**config.mk**
```make
export PLATFORM = sky130hd
export DESIGN_NAME = serializador_tx_flat
export DESIGN_NICKNAME = d
export VERILOG_FILES = /design/src/rtl/serializador_tx_if.sv /design/src/rtl/serializador_tx.sv /design/src/flat_wrapper.sv
export SDC_FILE = /design/constraint.sdc
export NUM_CORES = 1
export LEC_CHECK = 0
export CAP_MARGIN = 20
export CORE_MARGIN = 2
export CORE_UTILIZATION = 49
export CTS_CLUSTER_DIAMETER = 80
export DETAILED_ROUTE_END_ITERATION = 7
export PLACE_DENSITY = 0.75
export SYNTH_ARGS = -nofsm -noshare
export SYNTH_HDL_FRONTEND = slang
export SYNTH_SLANG_ARGS = --single-unit
export TNS_END_PERCENT = 10
```
**constraint.sdc**
```tcl
create_clock -name clk -period 1.6 [get_ports clk]
set_input_delay 0.32 -clock clk [delete_from_list [all_inputs] [get_ports clk]]
set_output_delay 0.32 -clock clk [all_outputs]
set_load 0.02 [all_outputs]
```
**src/rtl/serializador_tx_if.sv**
```systemverilog
// Serializer bus: parallel word and load handshake going in, framed serial
// line and frame status coming out. The master side supplies words and the
// slave side is the serializer itself.
interface serializador_tx_if #(
    parameter int DATA_W = 5
);
    logic [DATA_W-1:0] data;
    logic              load;
    logic              ready;
    logic              x;
    logic              busy;
    logic              done;

    modport master (
        output data,
        output load,
        input  ready,
        input  x,
        input  busy,
        input  done
    );

    modport slave (
        input  data,
        input  load,
        output ready,
        output x,
        output busy,
        output done
    );
endinterface

```
**src/rtl/serializador_tx.sv**
```systemverilog
// Framed parallel-in / serial-out transmitter.
// Frame: START bit (1), DATA_W payload bits LSB first, optional even-parity
// bit, STOP bit (0). The line idles at 0.
// The idle level and the start level are the reverse of the usual UART
// convention: x=0 when idle and x=1 for the start bit.
// A word is accepted when load=1 while ready=1. ready is high in IDLE and in
// STOP, so frames can be chained with no idle gap.
// Build option: define SERIALIZADOR_TX_PARITY_EN to insert the PAR state,
// which sends the XOR of the captured word between the last data bit and STOP.
// Reset is asynchronous and active-low. It aborts any frame in progress.
module serializador_tx #(
    parameter int DATA_W = 5
) (
    input  logic               clk,
    input  logic               reset,
    serializador_tx_if.slave   bus
);

    localparam int CNT_W = (DATA_W > 1) ? $clog2(DATA_W) : 1;
    localparam logic [CNT_W-1:0] LAST_BIT = CNT_W'(DATA_W - 1);

    typedef enum logic [2:0] {
        IDLE  = 3'd0,
        START = 3'd1,
        DATA  = 3'd2,
        STOP  = 3'd3
`ifdef SERIALIZADOR_TX_PARITY_EN
        , PAR = 3'd4
`endif
    } state_t;

    state_t            state_q, state_d;
    logic [DATA_W-1:0] shift_q, shift_d;
    logic [CNT_W-1:0]  cnt_q, cnt_d;
    logic              x_q, x_d;
    logic              busy_q, busy_d;
    logic              done_q, done_d;
    logic              ready_q, ready_d;
`ifdef SERIALIZADOR_TX_PARITY_EN
    logic              par_q, par_d;
`endif

    logic accept;

    assign accept = bus.load && ready_q;

    // Next state, datapath and next output values.
    // Every output is computed from the state being entered, so the flops
    // show each state's value during that state's own cycle.
    always_comb begin
        state_d = state_q;
        shift_d = shift_q;
        cnt_d   = cnt_q;
        x_d     = 1'b0;
`ifdef SERIALIZADOR_TX_PARITY_EN
        par_d   = par_q;
`endif
        case (state_q)
            IDLE, STOP: begin
                if (accept) begin
                    state_d = START;
                    shift_d = bus.data;
                    x_d     = 1'b1;
`ifdef SERIALIZADOR_TX_PARITY_EN
                    par_d   = ^bus.data;
`endif
                end else begin
                    state_d = IDLE;
                end
            end
            START: begin
                state_d = DATA;
                x_d     = shift_q[0];
                shift_d = shift_q >> 1;
                cnt_d   = '0;
            end
            DATA: begin
                if (cnt_q == LAST_BIT) begin
`ifdef SERIALIZADOR_TX_PARITY_EN
                    state_d = PAR;
                    x_d     = par_q;
`else
                    state_d = STOP;
                    x_d     = 1'b0;
`endif
                end else begin
                    x_d     = shift_q[0];
                    shift_d = shift_q >> 1;
                    cnt_d   = cnt_q + CNT_W'(1);
                end
            end
`ifdef SERIALIZADOR_TX_PARITY_EN
            PAR: begin
                state_d = STOP;
                x_d     = 1'b0;
            end
`endif
            default: begin
                state_d = IDLE;
            end
        endcase

        ready_d = (state_d == IDLE) || (state_d == STOP);
        busy_d  = (state_d != IDLE);
        done_d  = (state_d == STOP);
    end

    // State, datapath and registered outputs.
    // Reset drops the frame in progress and returns to an idle line.
    always_ff @(posedge clk or negedge reset) begin
        if (!reset) begin
            state_q <= IDLE;
            shift_q <= '0;
            cnt_q   <= '0;
            x_q     <= 1'b0;
            busy_q  <= 1'b0;
            done_q  <= 1'b0;
            ready_q <= 1'b1;
`ifdef SERIALIZADOR_TX_PARITY_EN
            par_q   <= 1'b0;
`endif
        end else begin
            state_q <= state_d;
            shift_q <= shift_d;
            cnt_q   <= cnt_d;
            x_q     <= x_d;
            busy_q  <= busy_d;
            done_q  <= done_d;
            ready_q <= ready_d;
`ifdef SERIALIZADOR_TX_PARITY_EN
            par_q   <= par_d;
`endif
        end
    end

    assign bus.x     = x_q;
    assign bus.busy  = busy_q;
    assign bus.done  = done_q;
    assign bus.ready = ready_q;

endmodule

```
**src/flat_wrapper.sv**
```systemverilog
// flat-port wrapper written by rule: the top's interface ports become plain ports
module serializador_tx_flat 
#(
    parameter int DATA_W = 5
)
  (clk, reset, bus_data, bus_load, bus_ready, bus_x, bus_busy, bus_done);
  serializador_tx_if #(.DATA_W(DATA_W)) bus_i ();
  input  logic clk;
  input  logic reset;
  input wire logic [$bits(bus_i.data)-1:0] bus_data;
  input wire logic [$bits(bus_i.load)-1:0] bus_load;
  output wire logic [$bits(bus_i.ready)-1:0] bus_ready;
  output wire logic [$bits(bus_i.x)-1:0] bus_x;
  output wire logic [$bits(bus_i.busy)-1:0] bus_busy;
  output wire logic [$bits(bus_i.done)-1:0] bus_done;
  assign bus_i.data = bus_data;
  assign bus_i.load = bus_load;
  assign bus_ready = bus_i.ready;
  assign bus_x = bus_i.x;
  assign bus_busy = bus_i.busy;
  assign bus_done = bus_i.done;
  serializador_tx #(.DATA_W(DATA_W)) u_core (.clk(clk), .reset(reset), .bus(bus_i));
endmodule
```
==> results.sh, run 1 <==
export IMPL_drc=0
export IMPL_synth_compound_area_share_pct=21.3
export IMPL_setup_violations=0
export IMPL_synth_warnings=0
export IMPL_via_count=525
export IMPL_final_cell_mix="dfrtp_1 (14), clkdlybuf4s50_1 (10), inv_1 (6), buf_4 (6), o22ai_1 (5)"
export IMPL_crit_arrival_ps=1200
export IMPL_routed_via_density=5.41
export IMPL_antennaDiodeCount=0
export IMPL_clockBufferDepth=2
export IMPL_crit_required_ps=1280
export IMPL_synth_simple_area_share_pct=11.2
export IMPL_synthXorXnorAreaFrac_pct=1.27
export IMPL_clkLatencyLatePin_ps=280
export IMPL_critPathBufInv=1
export IMPL_pin_count=12
export IMPL_io_buffers=11
export IMPL_cp_end_kind="output pin"
export IMPL_fp_dieW_um=41.6
export IMPL_worstSetupPathType="reg2out"
export IMPL_postSynthCellCount=63
export IMPL_slowest_stage="clkdlybuf4s50_1"
export IMPL_grt_overflow_total=0
export IMPL_drt_initial_drc_count=5
export IMPL_crit_path_max_fanout=1
export IMPL_seq_area_frac_synth_pct=54.4
export IMPL_crit_path_max_incr_delay_ps=590
export IMPL_ir_worst_vdd_uv=666
export IMPL_grt_max_degree=16
export IMPL_cts_htree_levels=1
export IMPL_synth_area_mux_share_pct=0
export IMPL_post_dp_hpwl_um=984
export IMPL_nNetsFinal=93
export IMPL_grt_usage_pct=18.1
export IMPL_die_h_um=41.6
export IMPL_wl_per_cell_um=13.5
export IMPL_finalNonFillerCells=97
export IMPL_synthAdderAreaFrac_pct=3.62
export IMPL_core_area_um2=1320
export IMPL_wl_met2_um=665
export IMPL_status="finished clean"
export IMPL_wl_mm=1.31
export IMPL_antenna_found_initial=0
export IMPL_hold_viol=0
export IMPL_dpl_worst_slack_ps=42.9
export IMPL_syn_area_um2=692
export IMPL_post_cts_hold_buffer_count=0
export IMPL_path_cells="clkdlybuf4s50_1"
export IMPL_start_util_pct=52.5
export IMPL_max_cap_violations=0
export IMPL_hold_class="in2async"
export IMPL_synth_nets=73
export IMPL_wl_met3_um=47
export IMPL_fin_crit_ps=1520
export IMPL_worst_slack_ps=76.1
export IMPL_r2r_start="u_core.cnt_q[1]$_DFFE_PN0P_"
export IMPL_drive_gt1_share_pct=19.5
export IMPL_worst_r2r_cell_count=6
export IMPL_grt_pass1_vias=546
export IMPL_crit_family="buffers and inverters"
export IMPL_cts_buffers=3
export IMPL_path_clk_slew_ps=90
export IMPL_drt_met1_wl_um=555
export IMPL_timing_rr_end="u_core.cnt_q[0]$_DFFE_PN0P_"
export IMPL_dr_max_layer_used="met4"
export IMPL_powerDensity_nw_per_um2=1360
export IMPL_final_common_cell="dfrtp_1"
export IMPL_clock_sinks=15
export IMPL_area_growth_pct=26.0
export IMPL_leakage_nw=0.426
export IMPL_finalClockSkew_ps=5.37
export IMPL_worst_setup_path_start_kind="flop"
export IMPL_dieArea_um2=1730
export IMPL_gp_congestion=0.808
export IMPL_synth_cell_types=26
export IMPL_fmax_ghz=0.656
export IMPL_post_cts_setup_buffer_count=0
export IMPL_rows=13
export IMPL_dpl_cell_count=93
export IMPL_synth_top_family_by_area="compound AO/OA/AOI/OAI gates"
export IMPL_drtPass1Iterations=4
export IMPL_cts_root_buf="clkbuf_4"
export IMPL_synth_seq_cells=15
export IMPL_slew_viol_final=0
export IMPL_grt_pass1_wl_mm=2.35
export IMPL_cts_tree="built"
export IMPL_rsz0062_at_grt="no"
export IMPL_postRouteAntennaNets=0
export IMPL_synth_area_per_cell_um2=11.0
export IMPL_fin_crit_sh_pct=95.2
export IMPL_reg2reg_slack_ps=150
export IMPL_tns_ps=0
-- flip-flops by register name, summed over array words and instances, names as in the netlist --
signal	flops
u_core.bus.busy	1
u_core.bus.done	1
u_core.bus.ready	1
u_core.bus.x	1
u_core.cnt_q	3
u_core.shift_q	5
u_core.state_q	3
-- final cells by class --
cell class                      count  area, um2
Clock buffer                        3       22.5
Clock inverter                      1       5.00
Fill cell                         106        445
Inverter                            8       30.0
Multi-Input combinational cell     38        265
Sequential cell                    15        377
Tap cell                           15       18.8
Timing Repair Buffer               17        154
-- cell usage after synthesis, drive strengths merged --
master   count  area [um2]
a32o         1        10.0
nor2b        1        6.26
a2bb2oi      4        35.0
o22ai        5        31.3
o21ai        2        10.0
ha           2        25.0
xnor2        1        8.76
a41oi        1        8.76
a22o         2        17.5
or2          2        12.5
buf          2        22.5
conb         1        3.75
a21boi       1        18.8
nor2         3        11.3
nand2b       1        6.26
nand4b       1        8.76
and2b        1        7.51
dfrtp       14         350
a31oi        1        6.26
nand4        1        6.26
nand2        5        18.8
inv          8        30.0
dfstp        1        26.3
a21oi        2        10.0
-- kinds of logic (layout without fill, tap and decap cells) --
group | count (synthesis) | count (layout)
flip-flops | 15 | 15
AND/OR/NAND/NOR | 15 | 15
other | 1 | 1
buffers and inverters | 10 | 29
adder cells (fa/ha/maj) | 2 | 2
XOR/XNOR | 1 | 1
AO/OA/AOI/OAI | 19 | 19
-- worst reg2reg max path, delay by kind of cell, from the launching register on --
family          cells  cell delay [ps]
compound gates      2              300
fa+ha+maj           1              220
buf+inv             1               60
flops               1              400
simple gates        2              380
-- worst max-delay path by stage --
stage / startpoint / to / slack [ps] / depth (start not counted)
6_report: u_core.bus.x$_DFF_PN0_ / bus_x / 80 / 1
5_1_grt: u_core.bus.busy$_DFF_PN0_ / bus_busy / 30 / 1
4_1_cts: u_core.bus.x$_DFF_PN0_ / bus_x / 60 / 1
3_5_place_dp: bus_load / u_core.shift_q[1]$_DFFE_PN0P_ / 40 / 5
3_3_place_gp: bus_load / u_core.shift_q[3]$_DFFE_PN0P_ / 80 / 5
2_1_floorplan: u_core.state_q[1]$_DFF_PN0_ / u_core.shift_q[4]$_DFFE_PN0P_ / 160 / 5
-- per-stage QoR --
step | power (mW) | util [%] | cell area, um2 | hold slack [ps]
finish | 1.19 | 66.2 | 872 | 333
global route | 1.27 | 66.2 | 872 | 364
CTS | 1.20 | 66.0 | 870 | 338
detailed placement | 0.982 | 64.0 | 843 | 518
global placement | 0.958 | 64.0 | 843 | 501
floorplan | 0.835 | - | 692 | 24.4
-- metal layers --
layer	vias to the layer above	track usage, %
met1	252	21.7
met2	11	28.7
li1	256	-
met3	6	4.35
met5	-	0
met4	0	11.6
-- power breakdown --
group	switching (mW)	total, mW	internal (mW)
combinational	0.196	0.414	0.218
sequential	0.0649	0.556	0.491
clock	0.123	0.216	0.0928
-- what timing repair did --
action,4_1_cts,5_1_grt
setup endpoints to repair,1,4
resized for setup,1,2
pin swaps,0,0
No activity file was read; power rests on OpenSTA's default activity.
==> inputs of run 2 (changes only) <==
--- a/config.mk
+++ b/config.mk
@@ -6,7 +6,6 @@
 export NUM_CORES = 1
 export LEC_CHECK = 0
 export CAP_MARGIN = 20
-export CORE_MARGIN = 2
 export CORE_UTILIZATION = 49
 export CTS_CLUSTER_DIAMETER = 80
 export DETAILED_ROUTE_END_ITERATION = 7
==> results.sh, run 2 (synthesized netlist as in run 1, its figures left out) <==
export IMPL_timing_rr_end="u_core.cnt_q[0]$_DFFE_PN0P_"
export IMPL_antenna_found_initial=0
export IMPL_grt_overflow_total=0
export IMPL_ir_worst_vdd_uv=776
export IMPL_finalClockSkew_ps=1.51
export IMPL_start_util_pct=53.2
export IMPL_grt_pass1_wl_mm=2.11
export IMPL_r2r_start="u_core.cnt_q[0]$_DFFE_PN0P_"
export IMPL_post_dp_hpwl_um=951
export IMPL_clock_sinks=15
export IMPL_cts_buffers=3
export IMPL_drc=0
export IMPL_core_area_um2=1300
export IMPL_finalNonFillerCells=96
export IMPL_gp_congestion=0.743
export IMPL_worstSetupPathType="reg2reg"
export IMPL_grt_max_degree=16
export IMPL_slew_viol_final=0
export IMPL_area_growth_pct=24.8
export IMPL_via_count=520
export IMPL_final_cell_mix="dfrtp_1 (14), clkdlybuf4s50_1 (10), inv_1 (6)"
export IMPL_clkLatencyLatePin_ps=280
export IMPL_path_cells="inv_1 -> ha_1 -> nand2_2 -> a21oi_1 -> or2_2 -> a22o_1"
export IMPL_drtPass1Iterations=4
export IMPL_worst_r2r_cell_count=6
export IMPL_antennaDiodeCount=0
export IMPL_postRouteAntennaNets=0
export IMPL_fin_crit_ps=1540
export IMPL_max_cap_violations=0
export IMPL_final_common_cell="dfrtp_1"
export IMPL_regMostFlops="u_core.shift_q"
export IMPL_setup_violations=0
export IMPL_grt_usage_pct=21.2
export IMPL_fp_dieW_um=39.6
export IMPL_holdWs_ps=344
export IMPL_crit_arrival_ps=1710
export IMPL_path_clk_slew_ps=90
export IMPL_crit_path_max_incr_delay_ps=430
export IMPL_fin_crit_sh_pct=95.9
export IMPL_crit_path_max_fanout=5
export IMPL_crit_cells=6
export IMPL_hold_class="in2async"
export IMPL_wl_mm=1.25
export IMPL_crit_family="flip-flops"
export IMPL_wl_per_cell_um=13.0
export IMPL_io_buffers=11
export IMPL_largestRegisters="u_core.shift_q (5), u_core.cnt_q (3), u_core.state_q (3)"
export IMPL_hold_viol=0
export IMPL_final_fill_count=117
export IMPL_cts_htree_levels=1
export IMPL_reg2reg_slack_ps=60
export IMPL_slowest_stage="dfrtp_1"
export IMPL_cts_root_buf="clkbuf_4"
export IMPL_crit_required_ps=1770
export IMPL_status="finished clean"
export IMPL_rsz0062_at_grt="no"
export IMPL_dpl_cell_area_um2=836
export IMPL_fmax_ghz=0.651
export IMPL_dieArea_um2=1570
export IMPL_drt_initial_drc_count=6
export IMPL_pin_count=12
export IMPL_worst_setup_path_start_kind="flop"
export IMPL_routed_via_density=5.42
export IMPL_largest_register_ffs=5
export IMPL_grt_pass1_vias=508
export IMPL_dpl_cell_count=92
export IMPL_powerDensity_nw_per_um2=1350
export IMPL_leakage_nw=0.418
export IMPL_rows=13
export IMPL_clockBufferDepth=2
export IMPL_critPathBufInv=1
export IMPL_die_h_um=39.6
export IMPL_nNetsFinal=92
export IMPL_cts_tree="built"
export IMPL_drive_gt1_share_pct=17.3
export IMPL_design_area_um2=863
export IMPL_cp_end_kind="flop"
export IMPL_tns_ps=0
[run 2: layer usage]
layer  track usage, %  share of wire [%]  vias to the layer above  wire, um
li1                 -                  -                      259         -
met1             25.9                 46                      245       578
met5                0                  0                        -         0
met3             5.11                4.0                        2        50
met4             10.3               0.96                        0        12
met2             34.4                 49                       14       608
[run 2: metrics by stage]
step / setup slack [ps] / total power, mW / utilization (%)
2_1_floorplan: 158 / 0.835 / -
3_3_place_gp: 42.5 / 0.940 / 64.2
3_5_place_dp: 1.57 / 0.958 / 64.2
4_1_cts: 27.9 / 1.16 / 66.2
5_1_grt: 4.53 / 1.25 / 66.3
6_report: 64.9 / 1.16 / 66.3
[run 2: layout make-up]
class / count / area [um2] / share of cell area, %
tap: 15 / 18.8 / 2.17
clock buffer: 4 / 26.3 / 3.04
inverter: 8 / 30.0 / 3.48
timing repair buffer: 16 / 146 / 17.0
sequential: 15 / 377 / 43.6
multi-input combinational: 38 / 265 / 30.7
[run 2: worst max path at each step]
| stage | from | to | slack, ps |
|---|---|---|---|
| after floorplan | u_core.state_q[1]$_DFF_PN0_ | u_core.shift_q[4]$_DFFE_PN0P_ | 160 |
| after global placement | bus_load | u_core.shift_q[1]$_DFFE_PN0P_ | 40 |
| after detailed placement | bus_load | u_core.shift_q[0]$_DFFE_PN0P_ | 2 |
| after CTS | u_core.cnt_q[0]$_DFFE_PN0P_ | u_core.cnt_q[0]$_DFFE_PN0P_ | 30 |
| after global routing | u_core.bus.busy$_DFF_PN0_ | bus_busy | 5 |
| final | u_core.cnt_q[0]$_DFFE_PN0P_ | u_core.cnt_q[0]$_DFFE_PN0P_ | 60 |
[run 2: where the power goes]
| part | internal [mW] | total (mW) | switching [mW] |
|---|---|---|---|
| clock network | 0.0966 | 0.213 | 0.116 |
| registers | 0.491 | 0.567 | 0.0755 |
| logic | 0.204 | 0.383 | 0.179 |
| total | 0.792 | 1.16 | 0.370 |
[run 2: repair_timing]
action,CTS,global route
setup buffers,0,0
hold buffers,0,0
setup endpoints to repair,1,5
gates resized for setup,1,2
==> variant 1 (config.mk and constraints of run 1) <==
`DATA_W` is set to 5 in 3 places; all go to 10.
--- a/src/rtl/serializador_tx_if.sv
+++ b/src/rtl/serializador_tx_if.sv
@@ -2,7 +2,7 @@
 // line and frame status coming out. The master side supplies words and the
 // slave side is the serializer itself.
 interface serializador_tx_if #(
-    parameter int DATA_W = 5
+    parameter int DATA_W = 10
 );
     logic [DATA_W-1:0] data;
     logic              load;
--- a/src/rtl/serializador_tx.sv
+++ b/src/rtl/serializador_tx.sv
@@ -9,7 +9,7 @@
 // which sends the XOR of the captured word between the last data bit and STOP.
 // Reset is asynchronous and active-low. It aborts any frame in progress.
 module serializador_tx #(
-    parameter int DATA_W = 5
+    parameter int DATA_W = 10
 ) (
     input  logic               clk,
     input  logic               reset,
--- a/src/flat_wrapper.sv
+++ b/src/flat_wrapper.sv
@@ -1,7 +1,7 @@
 // flat-port wrapper written by rule: the top's interface ports become plain ports
 module serializador_tx_flat 
 #(
-    parameter int DATA_W = 5
+    parameter int DATA_W = 10
 )
   (clk, reset, bus_data, bus_load, bus_ready, bus_x, bus_busy, bus_done);
   serializador_tx_if #(.DATA_W(DATA_W)) bus_i ();
Interface: changed (resized bus_data); port bits go from 12 to 17. No check against the original RTL was run, so the function may have changed too.
==> variant 1 against run 1 <==
- cell area increased by 51%
- power is 43% higher
- wire length rose by 53%
- synthesized cell count increased by 37%
- setup slack got worse by 31 ps
- area after synthesis increased by 44%
- sequential share of layout area fell by 3.1 points
- largest power group unchanged
- via count grew 43%
- sequential cell count is 6 higher
==> variant 1: results (changes against run 1) <==
metric,value,unit,change
status,"complete, no violations",,unchanged
dpl_cell_area,1220,sq um,was 843 sq um
synthTopCellsByCount,"dfrtp_1 (20), a2bb2oi_1 (9), o22ai_1 (9), nand3_1 (7), nand2_1 (6)",,"was dfrtp_1 (14), inv_1 (6), nand2_1 (5), o22ai_1 (5), a2bb2oi_1 (4)"
critPathMaxFanout,6,,was 1
wirelength,2020,um,was 1310 um
drt-initial-drc-count,11,,was 5
wl_met2,951,um,was 665 um
post_cts_buffers,0,,unchanged
reg_top3,"u_core.shift_q x10, u_core.cnt_q x4, u_core.state_q x3",,"was u_core.shift_q x5, u_core.cnt_q x3, u_core.state_q x3"
cts.path.max_buffers,2,,unchanged
antenna_found_initial,0,,unchanged
antenna_cells,0,,unchanged
first_pass_iters,4,,unchanged
dp_hpwl,1420,um,was 984 um
finClkSkew,13.5,ps,was 5.37 ps
peakVddDrop,0.829,mV,was 0.666 mV
met1_usage,0.267,,was 0.217
dr_wl_met3,60,um,was 47 um
ant_nets,0,,unchanged
synthTopCellsByArea,"dfrtp_1 (50%), a2bb2oi_1 (7.9%), o22ai_1 (5.7%)",,"was dfrtp_1 (51%), a2bb2oi_1 (5.1%), o22ai_1 (4.5%)"
clk_latency,300,ps,was 280 ps
cpPeakStageDelay,510,ps,was 590 ps
synthArstFlopShare,1.00,,unchanged
cts_root_buf,clkbuf_4,,unchanged
clkTransAtPathRegs,120,ps,was 90 ps
synth_nets,101,,was 73
port_buffers,16,,was 11
p_leak,0.000594,uW,was 0.000426 uW
grt_pass1_vias,712,,was 546
cts_buffers,3,,unchanged
htreeDepth,1,,unchanged
vias_per_cell,5.46,,was 5.41
ys_seq_area_frac,0.530,,was 0.544
met3_usage,0.0307,,was 0.0435
gp_congestion,0.773,,was 0.808
grt_max_degree,22,,was 16
grt_pass1_wl,3280,um,was 2350 um
hp-class,in -> async,,unchanged
grt_use_total,0.178,,was 0.181
highest_layer,met4,,unchanged
crit_path_top_delay_cell,or4_4,,was clkdlybuf4s50_1
synth_cell_type_count,31,,was 26
met1_length,991,um,was 555 um
dp_slack,-26.6,ps,was 42.9 ps
drive_gt1_frac,0.288,,was 0.195
final_nets,127,,was 93
synth_warnings,0,,unchanged
use_met2,0.256,,was 0.288
[variant 1: changes by cell type after synthesis, moves of 2 or more]
cell / before / now
dfrtp_1: 14 / 20
a22o_1: 2 / 0
nand3_1: 0 / 7
a2bb2oi_1: 4 / 9
buf_2: 0 / 2
nor2_1: 3 / 1
o22ai_1: 5 / 9
inv_1: 6 / 4
buf_4: 0 / 2
a21oi_1: 2 / 0
o21bai_1: 0 / 2
[variant 1: power breakdown]
| group | internal (uW) | switching, uW | total (uW) | leakage, uW |
|---|---|---|---|---|
| logic | 357 | 255 | 612 | 0.000325 |
| clock network | 93.0 | 158 | 251 | 0.0000177 |
| registers | 702 | 131 | 833 | 0.000251 |
[variant 1: timing repair]
action | 4_1_cts | 5_1_grt
pin swaps | 0 | 2
gates resized for setup | 1 | 14
cloned | 0 | 1
endpoints found under the setup margin | 1 | 12
[variant 1: final cells by class]
| type | instances | area, sq um |
|---|---|---|
| clock inverter | 1 | 5.00 |
| clock buffer | 3 | 22.5 |
| tap | 27 | 33.8 |
| inverter | 6 | 25.0 |
| timing repair buffer | 25 | 231 |
| fill | 155 | 622 |
| multi-input combinational | 55 | 473 |
| sequential | 21 | 529 |
[variant 1: path summary, 6_finish.rpt]
check	start	endpoint	slack (ps)	cells after the start
worst max-delay path	u_core.state_q[2]	u_core.shift_q[1]	50	5
worst min-delay path	reset	u_core.bus.busy	340	2
worst max register to register	u_core.state_q[2]	u_core.shift_q[1]	50	5
worst min register to register	u_core.shift_q[9]	u_core.shift_q[9]	520	1
max in group asynchronous	reset	u_core.bus.ready	1000	2
min in group clk	u_core.shift_q[9]	u_core.shift_q[9]	520	1
[variant 1: worst max-delay path, delay by kind of cell, from the launching register on]
family / cells / cell delay [ps]
simple gates: 2 / 680
flops: 1 / 460
compound gates: 2 / 200
buf+inv: 1 / 110
[variant 1: cells by family (layout without fill, tap and decap cells)]
group	Yosys count	after routing	share of synthesized area
other	1	1	0.00377
buffers and inverters	11	35	0.0604
AO/OA/AOI/OAI	28	29	0.220
XOR/XNOR	1	1	0.0277
adder cells (fa/ha/maj)	2	2	0.0252
multiplexers	1	1	0.0101
flip-flops	21	21	0.530
AND/OR/NAND/NOR	21	21	0.123
[variant 1: stage by stage]
stage | TNS, ps | total power (uW) | utilization | cells | hold WS (ps)
3_5_place_dp | -50.0 | 1360 | 0.628 | 133 | 489
2_1_floorplan | 0 | 1150 | - | 86 | 24.4
3_3_place_gp | 0 | 1330 | 0.628 | 133 | 478
6_report | 0 | 1700 | 0.680 | 138 | 337
5_1_grt | -17.8 | 1800 | 0.680 | 138 | 362
4_1_cts | 0 | 1600 | 0.642 | 137 | 350
==> variant 2 (config.mk and constraints of run 1) <==
Made on the original files. `shift_q` no longer has a reset.
--- a/src/rtl/serializador_tx.sv
+++ b/src/rtl/serializador_tx.sv
@@ -110,7 +110,6 @@
     always_ff @(posedge clk or negedge reset) begin
         if (!reset) begin
             state_q <= IDLE;
-            shift_q <= '0;
             cnt_q   <= '0;
             x_q     <= 1'b0;
             busy_q  <= 1'b0;
@@ -121,7 +120,6 @@
 `endif
         end else begin
             state_q <= state_d;
-            shift_q <= shift_d;
             cnt_q   <= cnt_d;
             x_q     <= x_d;
             busy_q  <= busy_d;
@@ -133,6 +131,10 @@
         end
     end
 
+    always_ff @(posedge clk) begin
+        shift_q <= shift_d;
+    end
+
     assign bus.x     = x_q;
     assign bus.busy  = busy_q;
     assign bus.done  = done_q;
Check against the original RTL: no difference found for any inputs over 10 cycles, from zero or initial values and one cycle with reset low; that may be too few to reach the edited logic, so the function may still have changed.
==> variant 2 against run 1 <==
- synthesized cell count increased by 4.8%
- utilization decreased by 2.8 points
- setup slack got worse by 2.9 ps
- sequential cell count unchanged
- final cell count increased by 4.1%
- area after synthesis increased by 8.3%
- wire length decreased by 2.4%
- critical path depth unchanged
- cell area increased by 7.0%
- power decreased by 3.5%
- critical endpoint unchanged
- highest routed layer is now met3
- clock skew decreased by 4.4 ps
==> variant 2: results (changes against run 1) <==
metric,value,unit,change
status,"complete, no violations",,unchanged
port_buffers,11,,unchanged
syn_inst,66,,was 63
clk_latency,280,ps,about the same
post_cts_buffers,0,,unchanged
wirelength,1280,um,was 1310 um
timing.critical_path.max_delay_family,buffers and inverters,,unchanged
arrival,1210,ps,
first_pass_iters,4,,unchanged
cpPeakStageDelay,600,ps,
cts.path.max_buffers,2,,unchanged
grt_use_total,0.157,,was 0.181
antenna_cells,0,,unchanged
antenna_found_initial,0,,unchanged
final_cells,101,,was 97
p_leak,0.000371,uW,was 0.000426 uW
crit_path_top_delay_cell,clkdlybuf4s50_1,,unchanged
synthArstFlopShare,0.667,,was 1.00
cts_buffers,3,,unchanged
synthTopCellsByCount,"dfrtp_1 (9), nand2_1 (6), a21oi_1 (5), edfxtp_1 (5)",,"was dfrtp_1 (14), inv_1 (6), nand2_1 (5), o22ai_1 (5), a2bb2oi_1 (4)"
drt-initial-drc-count,17,,was 5
gp_congestion,0.804,,was 0.808
dp_slack,-108,ps,was 42.9 ps
dpl_cell_area,906,sq um,was 843 sq um
cts_hold_buf,0,,unchanged
ys_seq_area_frac,0.536,,was 0.544
synth_nets,76,,was 73
hp-class,in -> async,,unchanged
synth_cell_type_count,29,,was 26
synth_ff_type,dfrtp_1,,unchanged
met3_usage,0.0426,,was 0.0435
cts_root_buf,clkbuf_4,,unchanged
vias_per_cell,5.37,,was 5.41
dp_hpwl,927,um,was 984 um
met1_length,599,um,was 555 um
cts_resized,2,,was 1
grt_pass1_vias,515,,was 546
highest_layer,met3,,was met4
synth_warnings,0,,unchanged
dp.cells,97,,was 93
reg_top3,"u_core.shift_q x5, u_core.cnt_q x3, u_core.state_q x3",,unchanged
synth-edff-count,5,,was 0
peakVddDrop,0.722,mV,was 0.666 mV
finClkSkew,0.927,ps,was 5.37 ps
drive_gt1_frac,0.259,,was 0.195
grt_pass1_wl,2170,um,was 2350 um
clkTransAtPathRegs,90,ps,about the same
use_met2,0.230,,was 0.288
dr_wl_met3,77,um,was 47 um
htreeDepth,1,,unchanged
critPathMaxFanout,1,,unchanged
final_nets,96,,was 93
grt_max_degree,12,,was 16
met1_usage,0.214,,was 0.217
synthTopCellsByArea,"dfrtp_1 (30%), edfxtp_1 (20%), mux2_2 (6.0%)",,"was dfrtp_1 (51%), a2bb2oi_1 (5.1%), o22ai_1 (4.5%)"
wl_met2,605,um,was 665 um
-- variant 2: cell count changes in the layout (fill, tap and decap cells not counted), moves of 2 or more --
cell / run 1 / this run
mux2_2: 0 / 4
o211ai_1: 0 / 2
and3b_2: 0 / 2
a2bb2oi_1: 4 / 0
inv_1: 6 / 3
a211oi_1: 0 / 2
edfxtp_1: 0 / 5
inv_2: 2 / 0
nand2_1: 4 / 6
a21oi_1: 2 / 5
o22ai_1: 5 / 0
dfrtp_1: 14 / 9
a22o_1: 2 / 0
-- variant 2: cell type report --
type	instances	area, sq um
Sequential cell	15	402
Inverter	3	11.3
Clock buffer	3	22.5
Clock inverter	1	5.00
Fill cell	134	538
Multi-Input combinational cell	45	312
Timing Repair Buffer	18	161
Tap cell	16	20.0
-- variant 2: cells by family after synthesis --
group	synth area share
multiplexers	0.0601
flip-flops	0.536
XOR/XNOR	0.0117
buffers and inverters	0.0501
adder cells (fa/ha/maj)	0.0334
AO/OA/AOI/OAI	0.142
AND/OR/NAND/NOR	0.162
other	0.00500
-- variant 2: power by group --
part / leakage [uW] / switching [uW] / internal (uW)
logic: 0.000177 / 205 / 204
clock network: 0.0000177 / 119 / 92.7
registers: 0.000176 / 45.9 / 478
total: 0.000371 / 369 / 775
-- variant 2: worst paths after layout --
kind / from / slack (ps) / cells after the start / endpoint
min in group clk: u_core.shift_q[4] / 570 / 1 / u_core.shift_q[3]
max in group asynchronous: reset / 910 / 1 / u_core.bus.ready
max: u_core.bus.x / 70 / 1 / bus_x
max reg2reg: u_core.cnt_q[0] / 110 / 5 / u_core.shift_q[3]
min reg2reg: u_core.shift_q[4] / 570 / 1 / u_core.shift_q[3]
min: reset / 350 / 1 / u_core.cnt_q[2]
